## src/rtl/imm_gen_pkg.sv

```systemverilog
// Immediate-format enum, base-ISA opcodes and the pure RV instruction-to-immediate decoder.
// Decoder is combinational and width-independent (64-bit result, truncated by the user).
package imm_gen_pkg;

  typedef enum logic [2:0] {
    FMT_NONE = 3'd0,
    FMT_I    = 3'd1,
    FMT_S    = 3'd2,
    FMT_B    = 3'd3,
    FMT_U    = 3'd4,
    FMT_J    = 3'd5
  } imm_fmt_t;

  localparam logic [6:0] OPC_LOAD      = 7'b0000011;
  localparam logic [6:0] OPC_OP_IMM    = 7'b0010011;
  localparam logic [6:0] OPC_OP_IMM_32 = 7'b0011011;
  localparam logic [6:0] OPC_JALR      = 7'b1100111;
  localparam logic [6:0] OPC_STORE     = 7'b0100011;
  localparam logic [6:0] OPC_BRANCH    = 7'b1100011;
  localparam logic [6:0] OPC_LUI       = 7'b0110111;
  localparam logic [6:0] OPC_AUIPC     = 7'b0010111;
  localparam logic [6:0] OPC_JAL       = 7'b1101111;

  typedef struct packed {
    imm_fmt_t    fmt;
    logic [63:0] imm;
  } imm_dec_t;

  // Sign-extended to 64 bits; a 32-bit consumer takes the low half, which stays correct.
  function automatic imm_dec_t imm_decode(input logic [31:0] instr);
    imm_dec_t d;
    d.fmt = FMT_NONE;
    d.imm = '0;
    case (instr[6:0])
      OPC_LOAD, OPC_OP_IMM, OPC_OP_IMM_32, OPC_JALR: begin
        d.fmt = FMT_I;
        d.imm = {{52{instr[31]}}, instr[31:20]};
      end
      OPC_STORE: begin
        d.fmt = FMT_S;
        d.imm = {{52{instr[31]}}, instr[31:25], instr[11:7]};
      end
      OPC_BRANCH: begin
        d.fmt = FMT_B;
        d.imm = {{51{instr[31]}}, instr[31], instr[7], instr[30:25], instr[11:8], 1'b0};
      end
      OPC_LUI, OPC_AUIPC: begin
        d.fmt = FMT_U;
        d.imm = {{32{instr[31]}}, instr[31:12], 12'b0};
      end
      OPC_JAL: begin
        d.fmt = FMT_J;
        d.imm = {{43{instr[31]}}, instr[31], instr[19:12], instr[20], instr[30:21], 1'b0};
      end
      default: ;
    endcase
    return d;
  endfunction

endpackage

```

## src/rtl/imm_skid_buf.sv

```systemverilog
// Generic 2-entry valid/ready skid register; latency 1, in_ready is a pure flop output.
// Backpressure: holds up to two beats, in_ready drops only once the skid entry is occupied.
module imm_skid_buf #(
  parameter int W = 8
) (
  input  logic         clk,
  input  logic         reset,
  input  logic         flush,
  input  logic         in_valid,
  output logic         in_ready,
  input  logic [W-1:0] in_data,
  output logic         out_valid,
  input  logic         out_ready,
  output logic [W-1:0] out_data
);

  logic         main_vld_q, main_vld_d;
  logic [W-1:0] main_dat_q, main_dat_d;
  logic         skid_vld_q, skid_vld_d;
  logic [W-1:0] skid_dat_q, skid_dat_d;
  logic         accept;
  logic         drain;

  assign in_ready  = !skid_vld_q;
  assign out_valid = main_vld_q;
  assign out_data  = main_dat_q;
  assign accept    = in_valid && !skid_vld_q;
  assign drain     = main_vld_q && out_ready;

  always_comb begin
    main_vld_d = main_vld_q;
    main_dat_d = main_dat_q;
    skid_vld_d = skid_vld_q;
    skid_dat_d = skid_dat_q;
    if (flush) begin
      main_vld_d = 1'b0;
      main_dat_d = '0;
      skid_vld_d = 1'b0;
      skid_dat_d = '0;
    end else if (drain) begin
      // in_ready is low whenever skid is full, so refill and accept never coincide
      if (skid_vld_q) begin
        main_dat_d = skid_dat_q;
        skid_vld_d = 1'b0;
      end else if (accept) begin
        main_dat_d = in_data;
      end else begin
        main_vld_d = 1'b0;
      end
    end else if (accept) begin
      if (main_vld_q) begin
        skid_vld_d = 1'b1;
        skid_dat_d = in_data;
      end else begin
        main_vld_d = 1'b1;
        main_dat_d = in_data;
      end
    end
  end

  always_ff @(posedge clk) begin
    if (reset) begin
      main_vld_q <= 1'b0;
      main_dat_q <= '0;
      skid_vld_q <= 1'b0;
      skid_dat_q <= '0;
    end else begin
      main_vld_q <= main_vld_d;
      main_dat_q <= main_dat_d;
      skid_vld_q <= skid_vld_d;
      skid_dat_q <= skid_dat_d;
    end
  end

endmodule

```

## src/rtl/imm_gen_stage.sv

```systemverilog
// Registered RV immediate-generation stage, latency 1, fully registered in_ready via skid buffer.
// IMM_GEN_ILLEGAL_EN adds out_illegal for non-32-bit encodings or unrecognised opcodes.
module imm_gen_stage
  import imm_gen_pkg::*;
#(
  parameter int XLEN = 64,
  parameter int PC_W = 64
) (
  input  logic            clk,
  input  logic            reset,
  input  logic            flush,
  input  logic            in_valid,
  output logic            in_ready,
  input  logic [31:0]     in_instr,
  input  logic [PC_W-1:0] in_pc,
  output logic            out_valid,
  input  logic            out_ready,
  output logic [31:0]     out_instr,
  output logic [PC_W-1:0] out_pc,
  output logic [XLEN-1:0] out_imm,
  output imm_fmt_t        out_fmt
`ifdef IMM_GEN_ILLEGAL_EN
  ,
  output logic            out_illegal
`endif
);

`ifdef IMM_GEN_ILLEGAL_EN
  localparam int ILL_W = 1;
`else
  localparam int ILL_W = 0;
`endif
  localparam int W = 32 + PC_W + XLEN + 3 + ILL_W;

  imm_dec_t    dec;
  logic [W-1:0] in_data;
  logic [W-1:0] out_data;
  logic [2:0]   fmt_bits;

  assign dec = imm_decode(in_instr);

`ifdef IMM_GEN_ILLEGAL_EN
  assign in_data = {in_instr, in_pc, dec.imm[XLEN-1:0], dec.fmt,
                    (in_instr[1:0] != 2'b11) || (dec.fmt == FMT_NONE)};
  assign {out_instr, out_pc, out_imm, fmt_bits, out_illegal} = out_data;
`else
  assign in_data = {in_instr, in_pc, dec.imm[XLEN-1:0], dec.fmt};
  assign {out_instr, out_pc, out_imm, fmt_bits} = out_data;
`endif

  assign out_fmt = imm_fmt_t'(fmt_bits);

  imm_skid_buf #(.W(W)) u_skid (
    .clk       (clk),
    .reset     (reset),
    .flush     (flush),
    .in_valid  (in_valid),
    .in_ready  (in_ready),
    .in_data   (in_data),
    .out_valid (out_valid),
    .out_ready (out_ready),
    .out_data  (out_data)
  );

endmodule

```

## config.mk

```make
export PLATFORM = sky130hd
export DESIGN_NAME = imm_gen_stage
export DESIGN_NICKNAME = d
export VERILOG_FILES = /design/src/rtl/imm_gen_pkg.sv /design/src/rtl/imm_skid_buf.sv /design/src/rtl/imm_gen_stage.sv
export SDC_FILE = /design/constraint.sdc
export NUM_CORES = 1
export LEC_CHECK = 0
export ABC_AREA = 1
export CAP_MARGIN = 0
export CORE_MARGIN = 2
export CORE_UTILIZATION = 35
export DETAILED_ROUTE_END_ITERATION = 16
export PLACE_DENSITY = 0.67
export SLEW_MARGIN = 20
export SYNTH_ARGS = -nofsm -noshare
export SYNTH_HDL_FRONTEND = slang
export SYNTH_SLANG_ARGS = --single-unit
```

## constraint.sdc

```tcl
create_clock -name clk -period 1.27 [get_ports clk]
set_input_delay 0.1905 -clock clk [delete_from_list [all_inputs] [get_ports clk]]
set_output_delay 0.1905 -clock clk [all_outputs]
set_load 0.1 [all_outputs]
```

==> results.json <==
{
  "netlist.area_leader.share_pct": 47.8,
  "rows": 65,
  "insertion_delay_ps": 560,
  "relSlewSlack_pct": 71.2,
  "outcome": "complete, but fails checks",
  "multi_input_area_sq_um": 6950,
  "die-area_sq_um": 33000,
  "synth_area_leaders": "dfxtp_1 48%, o21ai_0 11%, nand2_1 8.9%",
  "fin_util_pct": 73.3,
  "initial_utilization_pct": 35.3,
  "routabilityCongestion": 0.816,
  "peakVddDrop_mv": 1.02,
  "drt_first_pass_iters": 5,
  "seq_power_share_pct": 38.1,
  "cts_max_path_buffers": 3,
  "ios": 266,
  "drt_iter0_drc": 1040,
  "start_kind": "flop",
  "syn_avg_cell_area_sq_um": 7.57,
  "switching_power_w": 0.00716,
  "vias": 13300,
  "antenna_found_initial": 1,
  "dp_hpwl_um": 23800,
  "finalCritPeriodShare_pct": 130,
  "clockRootBuffer": "clkbuf_16",
  "min_period_ps": 1650,
  "cap_violations": 0,
  "tns_ps": -78280,
  "synthDistinctLibCells": 29,
  "fin_ws_ps": -377,
  "leakagePower_nw": 9.05,
  "arrival_ps": 2140,
  "seq_area_frac_synth_pct": 47.8,
  "grt-ovfl-total": 0,
  "end_kind": "flop",
  "power_density_nw_per_um2": 999,
  "worstPathMaxFanout": 5,
  "grt_max_degree": 48,
  "drt-vias-per-instance": 5.76,
  "slowest_stage": "dfxtp_2",
  "syn_inst": 1461,
  "htree_levels": 1,
  "wl_um": 54700,
  "power.share.combinational_pct": 24.8,
  "fillers": 1802,
  "setup_violations": 424,
  "detail-route-antenna-nets": 0,
  "clk_pin_slew_ps": 70,
  "cts_made_buffers": 28,
  "final_hold_viol_count": 0,
  "numPortBuffers": 265,
  "fp.coreArea_sq_um": 31300,
  "grt_setup_unrepaired": "true",
  "die_y_um": 182,
  "track_usage_pct": 26.8,
  "failed_checks": "negative setup slack",
  "syn_area_sq_um": 11100,
  "path_cells": "buf_6, a21oi_4, nor2_4, buf_12, buf_12, buf_12, buf_12, buf_16, a31oi_1",
  "seq_area_sq_um": 5590,
  "cts_sinks": 264,
  "worst_pin_slew_ps": 427,
  "slew_violations": 0,
  "fmaxAchievable_mhz": 607,
  "p_int_w": 0.0158,
  "grt_pass1_vias": 12300,
  "dp_slack_ps": -632,
  "ys_warn_count": 0,
  "worst_path_largest_cell_delay_ps": 340,
  "finalClockSkew_ps": 12.6,
  "hp-class": "in2reg",
  "clockPowerShare_pct": 37.2,
  "criticalPathCategory": "reg2reg",
  "fin_nets": 1984,
  "crit_required_ps": 1760,
  "ys_ff_latch": 264,
  "path_common_cell": "buf_12",
  "report.power.total_w": 0.0229,
  "wire_per_inst_um": 23.7,
  "drive_above_1_share_pct": 56.0,
  "cts_tree": "built",
  "grt_pass1_wl_um": 69700,
  "synth_top_area_cell": "dfxtp_1",
  "drt_drc_violations_left": 0,
  "syn_nets": 1562,
  "die_w_um": 182,
  "area_growth_pct": 107,
  "swShare_pct": 31.2
}
metrics by stage:
step | hold WS, ps | cells | instance area [sq um]
2_1_floorplan | 318 | 1461 | 11300
3_3_place_gp | 456 | 2078 | 16200
3_5_place_dp | 458 | 2078 | 16200
4_1_cts | 232 | 2244 | 20600
5_1_grt | 45.3 | 2308 | 22900
6_report | 33.8 | 2308 | 22900
worst paths after layout:
check                                     startpoint                                 to  slack (ps)  cells after the start
setup reg to reg      u_skid.skid_vld_q$_SDFFE_PP0P_  u_skid.out_data[104]$_SDFFE_PP0P_        -380                      9
hold / removal                           in_instr[5]  u_skid.out_data[136]$_SDFFE_PP0P_          30                      3
setup / recovery      u_skid.skid_vld_q$_SDFFE_PP0P_  u_skid.out_data[104]$_SDFFE_PP0P_        -380                      9
hold reg to reg   u_skid.skid_dat_q[91]$_SDFFE_PP0P_   u_skid.out_data[91]$_SDFFE_PP0P_         470                      2
logic make-up (layout without fill, tap and decap cells):
logic type	count (synthesis)	in the layout	synth area share, %
and+or+nand+nor	571	571	21.4
AOI/OAI and AO/OA	440	440	21.0
DFF	264	264	47.8
buffers and inverters	186	630	9.72
other	0	1	0
power by group through the flow:
stage / Combinational (W) / Sequential, W / Clock [W]
after CTS: 0.00512 / 0.00874 / 0.00845
after global placement: 0.00412 / 0.00890 / 0
final: 0.00568 / 0.00872 / 0.00852
after floorplan: 0.00120 / 0.0101 / 0
after global routing: 0.00583 / 0.00874 / 0.00883
after detailed placement: 0.00414 / 0.00891 / 0
timing repair:
action / 4_1_cts / 5_1_grt
hold buffers: 0 / 0
setup endpoints to repair: 427 / 427
endpoints found under the hold margin: 0 / 0
pin swaps: 95 / 123
gates resized for setup: 456 / 546
gates cloned: 61 / 21
setup buffers: 54 / 64
flip-flops by register name, summed over array words and instances (netlist names):
signal and cells:
u_skid.out_data 131, u_skid.out_valid 1, u_skid.skid_vld_q 1, u_skid.skid_dat_q 131
cells in the final DEF (no fill, tap or decap), types with 24 or more instances in the layout:
| cell type | instances |
|---|---|
| nor2_4 | 38 |
| dfxtp_1 | 136 |
| a21oi_2 | 51 |
| dfxtp_4 | 58 |
| nor2_2 | 46 |
| clkdlybuf4s50_1 | 97 |
| o21ai_1 | 95 |
| nor2_1 | 166 |
| buf_16 | 47 |
| clkbuf_16 | 46 |
| a31oi_1 | 67 |
| buf_6 | 27 |
| o21ai_2 | 120 |
| dfxtp_2 | 70 |
| o21ai_4 | 24 |
| nand2_4 | 27 |
| nand2_1 | 172 |
| inv_1 | 24 |
| a31oi_4 | 26 |
| buf_4 | 96 |
| nand3_1 | 30 |
| nand2_2 | 71 |
| buf_12 | 232 |
cell type report:
| cell class | instances | share of cell area, % |
|---|---|---|
| Tap cell | 402 | 2.19 |
| Timing Repair Buffer | 535 | 37.7 |
| Sequential cell | 264 | 24.4 |
| Clock buffer | 44 | 3.85 |
| Multi-Input combinational cell | 1011 | 30.3 |
| Timing Repair inverter | 5 | 0.426 |
| Clock inverter | 8 | 0.284 |
| Inverter | 38 | 0.927 |
| Antenna cell | 1 | 0.0109 |
worst max-delay path, delay by kind of cell (launching register included):
family / cells / cell delay (ps)
buf+inv: 6 / 810
compound gates: 2 / 350
flops: 1 / 340
simple gates: 1 / 60
cell usage after synthesis:
library cell,count
dfxtp_1,264
nand2_1,262
o21ai_0,245
nor2_1,243
a31oi_1,96
a21oi_1,86
buf_4,47
clkbuf_1,47
buf_2,34
nand3_1,32
inv_1,29
o21ai_1,12
nand3_2,11
nand2_2,10
buf_6,9
inv_2,8
clkbuf_8,5
nor2_4,4
buf_8,3
nand2_4,3
nor2_2,3
a21oi_2,1
buf_1,1
clkbuf_2,1
clkinv_1,1
dlygate4sd1_1,1
nand3_4,1
nor2_8,1
nor3_1,1
metal layers:
metal / routed length (um) / vias up / global-route usage (%)
met2: 26700 / 826 / 44.9
met1: 20000 / 6449 / 33.1
met3: 4580 / 274 / 4.95
li1: - / 5747 / -
met5: 0 / - / 0
met4: 3420 / 0 / 13.3
Note: power is estimated with default switching activity, not from simulation.
